<file path="config.mk">
export PLATFORM = sky130hd
export DESIGN_NAME = logic_unit_pipe
export DESIGN_NICKNAME = d
export VERILOG_FILES = /design/src/rtl/alu_pkg.sv /design/src/rtl/logic_op_core.sv /design/src/rtl/logic_unit_pipe.sv
export SDC_FILE = /design/constraint.sdc
export NUM_CORES = 1
export LEC_CHECK = 0
export CORE_MARGIN = 1
export CORE_UTILIZATION = 60
export CTS_CLUSTER_DIAMETER = 60
export DETAILED_ROUTE_END_ITERATION = 6
export DONT_BUFFER_PORTS = 1
export PLACE_DENSITY = 0.8
export SETUP_SLACK_MARGIN = 0.1
export SLEW_MARGIN = 20
export SYNTH_ARGS = -nofsm -noshare
export SYNTH_HDL_FRONTEND = slang
export SYNTH_SLANG_ARGS = --single-unit
</file>
<file path="constraint.sdc">
create_clock -name clk -period 3.2 [get_ports clk]
set_clock_uncertainty 0.1 [all_clocks]
set_input_delay 0.48 -clock clk [delete_from_list [all_inputs] [get_ports clk]]
set_output_delay 0.48 -clock clk [all_outputs]
set_load 0.005 [all_outputs]
</file>
<file path="src/rtl/alu_pkg.sv">
// Shared ALU package: opcode width, logic-unit opcode enumeration and a small
// helper that turns a raw opcode field into the enumerated type.
//
// Contents:
//   OP_W    - opcode width used by every logic-unit opcode port
//   lopE    - enumerated logic-unit opcodes LOP_AND .. LOP_PASSA
//   toLop() - raw opcode bits -> lopE
package alu_pkg;

    localparam int unsigned OP_W = 3;

    typedef enum logic [OP_W-1:0] {
        LOP_AND   = 3'd0,
        LOP_OR    = 3'd1,
        LOP_XOR   = 3'd2,
        LOP_NOR   = 3'd3,
        LOP_NAND  = 3'd4,
        LOP_XNOR  = 3'd5,
        LOP_ANDN  = 3'd6,  // a & ~b
        LOP_PASSA = 3'd7
    } lopE;

    function automatic lopE toLop(input logic [OP_W-1:0] raw);
        return lopE'(raw);
    endfunction

endpackage

</file>
<file path="src/rtl/logic_op_core.sv">
// Combinational bitwise logic core shared by the pipelined logic unit and the
// immediate logic path. Purely position-for-position: no carries, no width
// growth, so the [0:WIDTH-1] (bit 0 = MSB) ordering needs no special care.
//
// Parameters:
//   WIDTH - operand/result width in bits (1..64)
// Ports:
//   a, b  - operands, bit 0 is MSB
//   op    - opcode (alu_pkg::lopE encoding)
//   res   - result, bit 0 is MSB
module logic_op_core
    import alu_pkg::*;
#(
    parameter int unsigned WIDTH = 32
) (
    input  logic [0:WIDTH-1] a,
    input  logic [0:WIDTH-1] b,
    input  logic [OP_W-1:0]  op,
    output logic [0:WIDTH-1] res
);

    lopE opE;

    assign opE = toLop(op);

    always_comb begin
        res = '0;
        case (opE)
            LOP_AND:   res = a & b;
            LOP_OR:    res = a | b;
            LOP_XOR:   res = a ^ b;
            LOP_NOR:   res = ~(a | b);
            LOP_NAND:  res = ~(a & b);
            LOP_XNOR:  res = ~(a ^ b);
            LOP_ANDN:  res = a & ~b;
            LOP_PASSA: res = a;
            default:   res = '0;
        endcase
    end

endmodule

</file>
<file path="src/rtl/logic_unit_pipe.sv">
// Two-stage pipelined bitwise logic unit with valid/ready handshakes on both
// sides. S1 captures operands and opcode; S2 holds the computed result plus
// zero and parity flags. Full throughput with backpressure.
//
// Optional feature (macro LOGIC_UNIT_POPCNT_EN): adds out_popcnt, the number
// of 1 bits in out_res, registered in S2 with the flags.
//
// Parameters:
//   WIDTH - operand/result width (1..64)
//   OP_W  - opcode width, must equal alu_pkg::OP_W
// Ports:
//   clk, rst_n            - clock, synchronous active-low reset
//   in_valid / in_ready   - input handshake
//   in_a, in_b            - operands, bit 0 is MSB
//   in_op                 - operation select
//   out_valid / out_ready - output handshake
//   out_res               - result, bit 0 is MSB
//   out_zero, out_parity  - result is all zeros / XOR of all result bits
//   out_popcnt            - result population count (LOGIC_UNIT_POPCNT_EN only)
module logic_unit_pipe
    import alu_pkg::*;
#(
    parameter int unsigned WIDTH = 32,
    parameter int unsigned OP_W  = alu_pkg::OP_W
) (
    input  logic             clk,
    input  logic             rst_n,
    input  logic             in_valid,
    output logic             in_ready,
    input  logic [0:WIDTH-1] in_a,
    input  logic [0:WIDTH-1] in_b,
    input  logic [OP_W-1:0]  in_op,
    output logic             out_valid,
    input  logic             out_ready,
    output logic [0:WIDTH-1] out_res,
    output logic             out_zero,
    output logic             out_parity
`ifdef LOGIC_UNIT_POPCNT_EN
    ,
    output logic [$clog2(WIDTH+1)-1:0] out_popcnt
`endif
);

    if (OP_W != alu_pkg::OP_W) begin : gOpWCheck
        $error("logic_unit_pipe: OP_W must equal alu_pkg::OP_W");
    end

    if (WIDTH < 1 || WIDTH > 64) begin : gWidthCheck
        $error("logic_unit_pipe: WIDTH must be in 1..64");
    end

    // ------------------------------------------------------------------
    // Handshake / advance control
    // ------------------------------------------------------------------
    logic s1ValidQ, s1ValidD;
    logic s2ValidQ, s2ValidD;
    logic inFire;
    logic s2Adv;

    // S2 may take the S1 beat when it is empty or is being drained this cycle.
    assign s2Adv    = s1ValidQ && (!s2ValidQ || out_ready);
    // Depends on out_ready but never on in_valid.
    assign in_ready = !s1ValidQ || s2Adv;
    assign inFire   = in_valid && in_ready;

    always_comb begin
        s1ValidD = s1ValidQ;
        if (inFire) begin
            s1ValidD = 1'b1;
        end else if (s2Adv) begin
            s1ValidD = 1'b0;
        end
    end

    always_comb begin
        s2ValidD = s2ValidQ;
        if (s2Adv) begin
            // Covers the drain-and-refill case: no bubble.
            s2ValidD = 1'b1;
        end else if (out_ready) begin
            s2ValidD = 1'b0;
        end
    end

    // ------------------------------------------------------------------
    // Stage S1: operand capture
    // ------------------------------------------------------------------
    logic [0:WIDTH-1] s1AQ;
    logic [0:WIDTH-1] s1BQ;
    logic [OP_W-1:0]  s1OpQ;

    always_ff @(posedge clk) begin
        if (!rst_n) begin
            s1ValidQ <= 1'b0;
            s1AQ     <= '0;
            s1BQ     <= '0;
            s1OpQ    <= '0;
        end else begin
            s1ValidQ <= s1ValidD;
            if (inFire) begin
                s1AQ  <= in_a;
                s1BQ  <= in_b;
                s1OpQ <= in_op;
            end
        end
    end

    // ------------------------------------------------------------------
    // Stage S2: compute, flag and register
    // ------------------------------------------------------------------
    logic [0:WIDTH-1] coreRes;
    logic             zeroD;
    logic             parityD;

    logic_op_core #(
        .WIDTH (WIDTH)
    ) uCore (
        .a   (s1AQ),
        .b   (s1BQ),
        .op  (s1OpQ),
        .res (coreRes)
    );

    assign zeroD   = ~|coreRes;
    assign parityD = ^coreRes;

    logic [0:WIDTH-1] resQ;
    logic             zeroQ;
    logic             parityQ;

    // Result registers only load on s2Adv, so they hold under stall and keep
    // their last value (deterministically) while the pipe is empty.
    always_ff @(posedge clk) begin
        if (!rst_n) begin
            s2ValidQ <= 1'b0;
            resQ     <= '0;
            zeroQ    <= 1'b1;
            parityQ  <= 1'b0;
        end else begin
            s2ValidQ <= s2ValidD;
            if (s2Adv) begin
                resQ    <= coreRes;
                zeroQ   <= zeroD;
                parityQ <= parityD;
            end
        end
    end

    assign out_valid  = s2ValidQ;
    assign out_res    = resQ;
    assign out_zero   = zeroQ;
    assign out_parity = parityQ;

`ifdef LOGIC_UNIT_POPCNT_EN
    localparam int unsigned PCW = $clog2(WIDTH + 1);

    logic [PCW-1:0] popD;
    logic [PCW-1:0] popQ;

    always_comb begin
        popD = '0;
        for (int i = 0; i < int'(WIDTH); i++) begin
            popD = popD + PCW'(coreRes[i]);
        end
    end

    always_ff @(posedge clk) begin
        if (!rst_n) begin
            popQ <= '0;
        end else if (s2Adv) begin
            popQ <= popD;
        end
    end

    assign out_popcnt = popQ;
`endif

endmodule

</file>
==> results.toml, run 1 <==
[status]
status = "finished clean"

[worst_setup_path]
critPathRequiredTime_ns = 3.33
startpoint_type = "flop"
cp_common_cell = "xnor2_1"
rr_startpoint = "s1OpQ[1]$_SDFFE_PN0P_"
crit_fanout = 28
worst_setup_path_end_kind = "flop"
crit_path_start = "s1OpQ[1]$_SDFFE_PN0P_"
setup.worst_path.end = "out_parity$_SDFFE_PN0P_"
path_cells = "buf_16, xor2_1, a211oi_1, a221oi_1, ha_1, xnor2_1, xnor2_1, xnor2_1, xnor2_1, a21oi_1"
slowest_delay_ns = 0.64
arrival_ns = 3.12
cp_num_buf_inv = 1
r2r_slack_ns = 0.21
path_delay_family = "XOR/XNOR gates"
ff2ff_path_depth = 10
crit_type = "reg -> reg"
rr_endpoint = "out_parity$_SDFFE_PN0P_"
slowest_stage = "dfxtp_4"
cp.depth = 10

[hold_path]
holdCritStartpoint = "in_a[6]"
hp-class = "in -> reg"
min_path_cells = 2

[timing]
worst_slew_pin_slew_ns = 0.697
post-route-period-util_pct = 93.5
fmax_mhz = 334
slew_viol_final = 0
period_minus_slack_ns = 2.99
fin_setup_tns_ns = 0
final_hold_viol_count = 0
rsz0062_at_grt = "false"
holdWs_ns = 0.156
setup_viol = 0
relSlewSlack_pct = 53.5

[clock_tree]
htreeDepth = 3
root_buffer = "clkbuf_16"
numCtsBuffers = 9
clk_latency_ns = 0.37
cts_tree = "done"
clockBufferDepth = 2
hold_buffers = 0
path_clk_slew_ns = 0.08
clkSinkCount = 103

[synth]
ys_ff_latch = 103
netlist_area_um2 = 7700
synth_area_leader_cell = "dfxtp_1"
syn_area_per_cell_um2 = 8.46
synth_cell_types = 38
yosys_warnings = 0
syn_inst = 910
synth.net_count = 1093
synth.area.top_cells = "dfxtp_1, ha_1, nand2_1, a21boi_0, inv_1"
synth-seq-area-share_pct = 26.8
synth_top_area_share_pct = 26.8

[drt]
num_vias = 5917
finalWirelength_um = 16500
vias_per_cell = 5.55
ant_nets = 0
wl_met2_um = 6910
drc = 0
highest_layer = "met4"
wl_per_cell_um = 15.5
firstDrtPassIters = 7
m1WireLength_um = 8050
met3_length_um = 1320
first_iter_violations = 390

[power_and_ir_drop]
switching_power_uw = 1050
cellLeakagePower_uw = 0.00334
clkPwrFrac_pct = 34.0
seqPwrFrac_pct = 40.2
ir_worst_vdd_uv = 396
p_int_uw = 2550
netSwitchingFraction_pct = 29.2
power.density_nw_per_um2 = 440
power_frac_comb_pct = 25.8

[floorplan]
die_w_um = 115
core_um2 = 12600
io_pins = 107
die_area_um2 = 13300
start_util_pct = 61.3
core.rowCount = 41
die_h_um = 115

[grt]
grt_first_pass_wirelength_um = 26500
grt_pass1_vias = 5409
grtUsageTotal_pct = 25.7
antenna_found_initial = 0
gr-total-overflow = 0
grt_max_degree = 104

[layout]
syn_to_final_growth_pct = 6.60
antennaDiodeCount = 0
utilization_pct = 65.3
nets = 1072
drive_above_1_share_pct = 10.7
layout_common_cells = "nand2_1, ha_1, dfxtp_1, inv_1, a21boi_0"
final_common_cell = "nand2_1"

[place]
place_congestion = 0.886
port_buffers = 0
dp_hpwl_um = 12200

[flow_run]
maxCapViolCount = 0
[worst register-to-register path: cells and delay by family, from the launching register on]
family	cells	cell delay, ns
AO/OA/AOI/OAI	3	0.63
XOR/XNOR	5	0.90
adder cells (fa/ha/maj)	1	0.34
buffers and inverters	1	0.24
flip-flops	1	0.64
[power by group through the flow]
| stage | sequential [uW] | clock, uW | combinational [uW] |
|---|---|---|---|
| after CTS | 1450 | 1230 | 923 |
| after global placement | 1480 | 0 | 887 |
| after floorplan | 1440 | 0 | 770 |
| after global routing | 1460 | 1290 | 1030 |
| final | 1450 | 1230 | 931 |
| after detailed placement | 1480 | 0 | 908 |
[stage by stage]
stage	setup WS [ns]	power (uW)	area, um2	cells
2_1_floorplan	0.516	2210	7700	910
3_3_place_gp	0.157	2370	7830	1049
3_5_place_dp	0.0634	2390	7830	1049
4_1_cts	0.250	3610	8200	1066
5_1_grt	0.102	3790	8210	1066
6_report	0.207	3610	8210	1066
[cells in the mapped netlist, drive strengths merged]
master,n
o32ai,14
o22ai,14
o21a,1
inv,78
or3,1
a211oi,22
o41ai,1
nor2b,31
nor4,1
mux2,23
clkbuf,31
mux4,10
dfxtp,103
nand2,159
and2,3
xnor2,14
or2,1
nand4,4
nor3,5
a221oi,3
xor2,33
buf,34
a21oi,37
mux2i,19
nor2,32
o21ai,40
a21boi,81
nand2b,3
ha,112
[layout make-up]
cell class / count / area (um2)
flip-flops and latches: 103 / 2070
fillers: 1045 / 4360
clock inverters: 4 / 77.6
multi-input cells: 664 / 5010
well taps: 172 / 215
clock buffers: 12 / 256
repair buffers: 33 / 293
inverters: 78 / 293
[routing by layer]
metal / GRT usage [%] / vias up
li1: - / 3009
met4: 7.45 / 0
met2: 38.8 / 177
met3: 6.96 / 22
met5: 0 / -
met1: 35.9 / 2709
[registers in the layout, indices dropped and copies added, names as in the netlist]
register and count:
out_parity 1, out_res 32, out_valid 1, out_zero 1, s1AQ 32, s1BQ 32
s1OpQ 3, s1ValidQ 1
[how the worst min path moves through the flow]
stage	to	slack, ns
2_1_floorplan	out_res[12]$_SDFFE_PN0P_	0.35
3_3_place_gp	out_res[21]$_SDFFE_PN0P_	0.36
3_5_place_dp	out_res[6]$_SDFFE_PN0P_	0.36
4_1_cts	out_zero$_SDFFE_PN1P_	0.13
5_1_grt	out_zero$_SDFFE_PN1P_	0.14
6_report	s1AQ[6]$_SDFFE_PN0P_	0.16
[kinds of logic (layout without fill, tap and decap cells)]
| logic type | Yosys count | count (layout) | share of synthesized area, % |
|---|---|---|---|
| AOI/OAI and AO/OA | 213 | 213 | 18.8 |
| xor gates and xnor gates | 47 | 47 | 5.35 |
| adders and majority gates | 112 | 112 | 18.2 |
| buffers and inverters | 143 | 127 | 8.48 |
| DFF | 103 | 103 | 26.8 |
| muxes | 52 | 52 | 9.20 |
| and+or+nand+nor | 240 | 240 | 13.2 |
[repair_timing]
action | CTS | global route
buffers inserted | 1 | 0
gates cloned | 0 | 0
resized for setup | 0 | 2
endpoints found under the setup margin | 1 | 1
No activity file was read; power rests on OpenSTA's default activity.
==> run 2, diff against run 1 <==
--- a/config.mk
+++ b/config.mk
@@ -6,11 +6,12 @@
 export NUM_CORES = 1
 export LEC_CHECK = 0
 export CORE_MARGIN = 1
-export CORE_UTILIZATION = 60
+export CORE_UTILIZATION = 39
 export CTS_CLUSTER_DIAMETER = 60
 export DETAILED_ROUTE_END_ITERATION = 6
 export DONT_BUFFER_PORTS = 1
-export PLACE_DENSITY = 0.8
+export GPL_TIMING_DRIVEN = 0
+export PLACE_DENSITY = 0.57
 export SETUP_SLACK_MARGIN = 0.1
 export SLEW_MARGIN = 20
 export SYNTH_ARGS = -nofsm -noshare
==> run 2 against run 1 <==
  * Die area is 53% higher
  * Global-route usage shrank 3.0 points
  * Worst setup slack better by 0.048 ns
  * Cell count is 12% higher
  * Power fell by 1.7%
  * First-iteration DRC count down 2.8%
  * Via count grew 3.4%
  * Worst hold slack worse by 0.0069 ns
  * Largest cell class unchanged
  * Largest power group unchanged
  * Highest routed layer unchanged
==> results.toml, run 2 (synthesis gave the netlist of run 1 again) <==
[layout]
syn_to_final_growth_pct = 8.69
final_common_cell = "nand2_1"
drive_above_1_share_pct = 10.9
antennaDiodeCount = 0
utilization_pct = 43.1
nets = 1104
design_area_um2 = 8370
n_fill_cell = 2001
layout_common_cells = "nand2_1, ha_1, dfxtp_1, inv_1, a21boi_0"

[clock_tree]
clockBufferDepth = 2
cts_tree = "done"
numCtsBuffers = 9
clkSinkCount = 103
htreeDepth = 3
root_buffer = "clkbuf_16"
clk_latency_ns = 0.36
path_clk_slew_ns = 0.08

[drt]
vias_per_cell = 5.14
drc = 0
wl_met2_um = 9490
first_iter_violations = 379
wl_per_cell_um = 18.6
firstDrtPassIters = 5
ant_nets = 0
m1WireLength_um = 10800
met3_length_um = 1450
highest_layer = "met4"
finalWirelength_um = 22200
num_vias = 6121

[grt]
grt_max_degree = 18
grt_pass1_vias = 5989
antenna_found_initial = 0
grtUsageTotal_pct = 22.7
grt_first_pass_wirelength_um = 34200
gr-total-overflow = 0

[timing]
worst_slew_pin_slew_ns = 0.687
holdWs_ns = 0.149
fmax_mhz = 340
relSlewSlack_pct = 54.2
period_minus_slack_ns = 2.94
fin_setup_tns_ns = 0
slew_viol_final = 0
final_hold_viol_count = 0
setup_viol = 0
rsz0062_at_grt = "false"
post-route-period-util_pct = 92.0

[worst_setup_path]
r2r_slack_ns = 0.26
arrival_ns = 3.07
startpoint_type = "flop"
worst_setup_path_end_kind = "flop"
crit_type = "reg -> reg"
crit_fanout = 4
critPathRequiredTime_ns = 3.33

[floorplan]
start_util_pct = 39.7
core.rowCount = 51
die_h_um = 143
core_um2 = 19400
die_area_um2 = 20300
io_pins = 107
die_w_um = 143

[power_and_ir_drop]
power_frac_comb_pct = 28.2
p_total_uw = 3550
ir_worst_vdd_uv = 277
switching_power_uw = 1150
p_int_uw = 2390
power.density_nw_per_um2 = 424
seqPwrFrac_pct = 40.5
netSwitchingFraction_pct = 32.5
clkPwrFrac_pct = 31.3
cellLeakagePower_uw = 0.00336

[place]
dp_hpwl_um = 16800
place_area_um2 = 8030
place_congestion = 0.839
port_buffers = 0

[flow_run]
maxCapViolCount = 0

[status]
status = "finished clean"

[hold_path]
hp-class = "in -> reg"
run 2: power groups by stage:
stage / clock network (uW) / registers [uW] / logic [uW]
2_1_floorplan: 0 / 1440 / 770
3_3_place_gp: 0 / 1460 / 976
3_5_place_dp: 0 / 1470 / 987
4_1_cts: 1140 / 1440 / 993
5_1_grt: 1190 / 1450 / 1110
6_report: 1110 / 1440 / 1000
run 2: critical path: stages, from the launching register on:
cell and delay, ns:
dfxtp_1 0.39, inv_1 0.09, ha_1 0.32, mux2_4 0.27, mux4_2 0.56, ha_1 0.32
xor2_1 0.17, xnor2_1 0.20, xnor2_1 0.16, xnor2_1 0.14, a21oi_1 0.08
run 2: final cells by class:
class	instances	area, um2	share of cell area [%]
Multi-Input combinational cell	664	5020	60.0
Sequential cell	103	2060	24.6
Inverter	78	293	3.50
Buffer	65	369	4.41
Tap cell	265	332	3.96
Clock inverter	5	41.3	0.493
Clock buffer	11	253	3.02
run 2: per-layer routing:
metal / vias up / GRT usage [%]
met5: - / 0
met4: 0 / 6.51
met3: 26 / 5.25
met2: 178 / 35.0
met1: 2854 / 31.3
li1: 3063 / -
run 2: what timing repair did:
action                                  in CTS  in global routing
hold buffers                                 0                  0
buffers inserted                             0                  0
pin swaps                                    0                  1
resized for setup                            2                 12
endpoints found under the hold margin        0                  0
endpoints found under the setup margin       1                  2
run 2: worst paths after layout:
check,from,endpoint,cells past startpoint
min,in_a[30],s1AQ[30]$_SDFFE_PN0P_,2
max reg2reg,s1AQ[18]$_SDFFE_PN0P_,out_parity$_SDFFE_PN0P_,10
min reg2reg,out_res[12]$_SDFFE_PN0P_,out_res[12]$_SDFFE_PN0P_,2
max,s1AQ[18]$_SDFFE_PN0P_,out_parity$_SDFFE_PN0P_,10
run 2: metrics by stage:
stage / worst slack, ns / instances
3_3_place_gp: 0.0190 / 1175
2_1_floorplan: 0.516 / 910
5_1_grt: 0.110 / 1191
4_1_cts: 0.115 / 1191
3_5_place_dp: 0.0140 / 1175
6_report: 0.255 / 1191
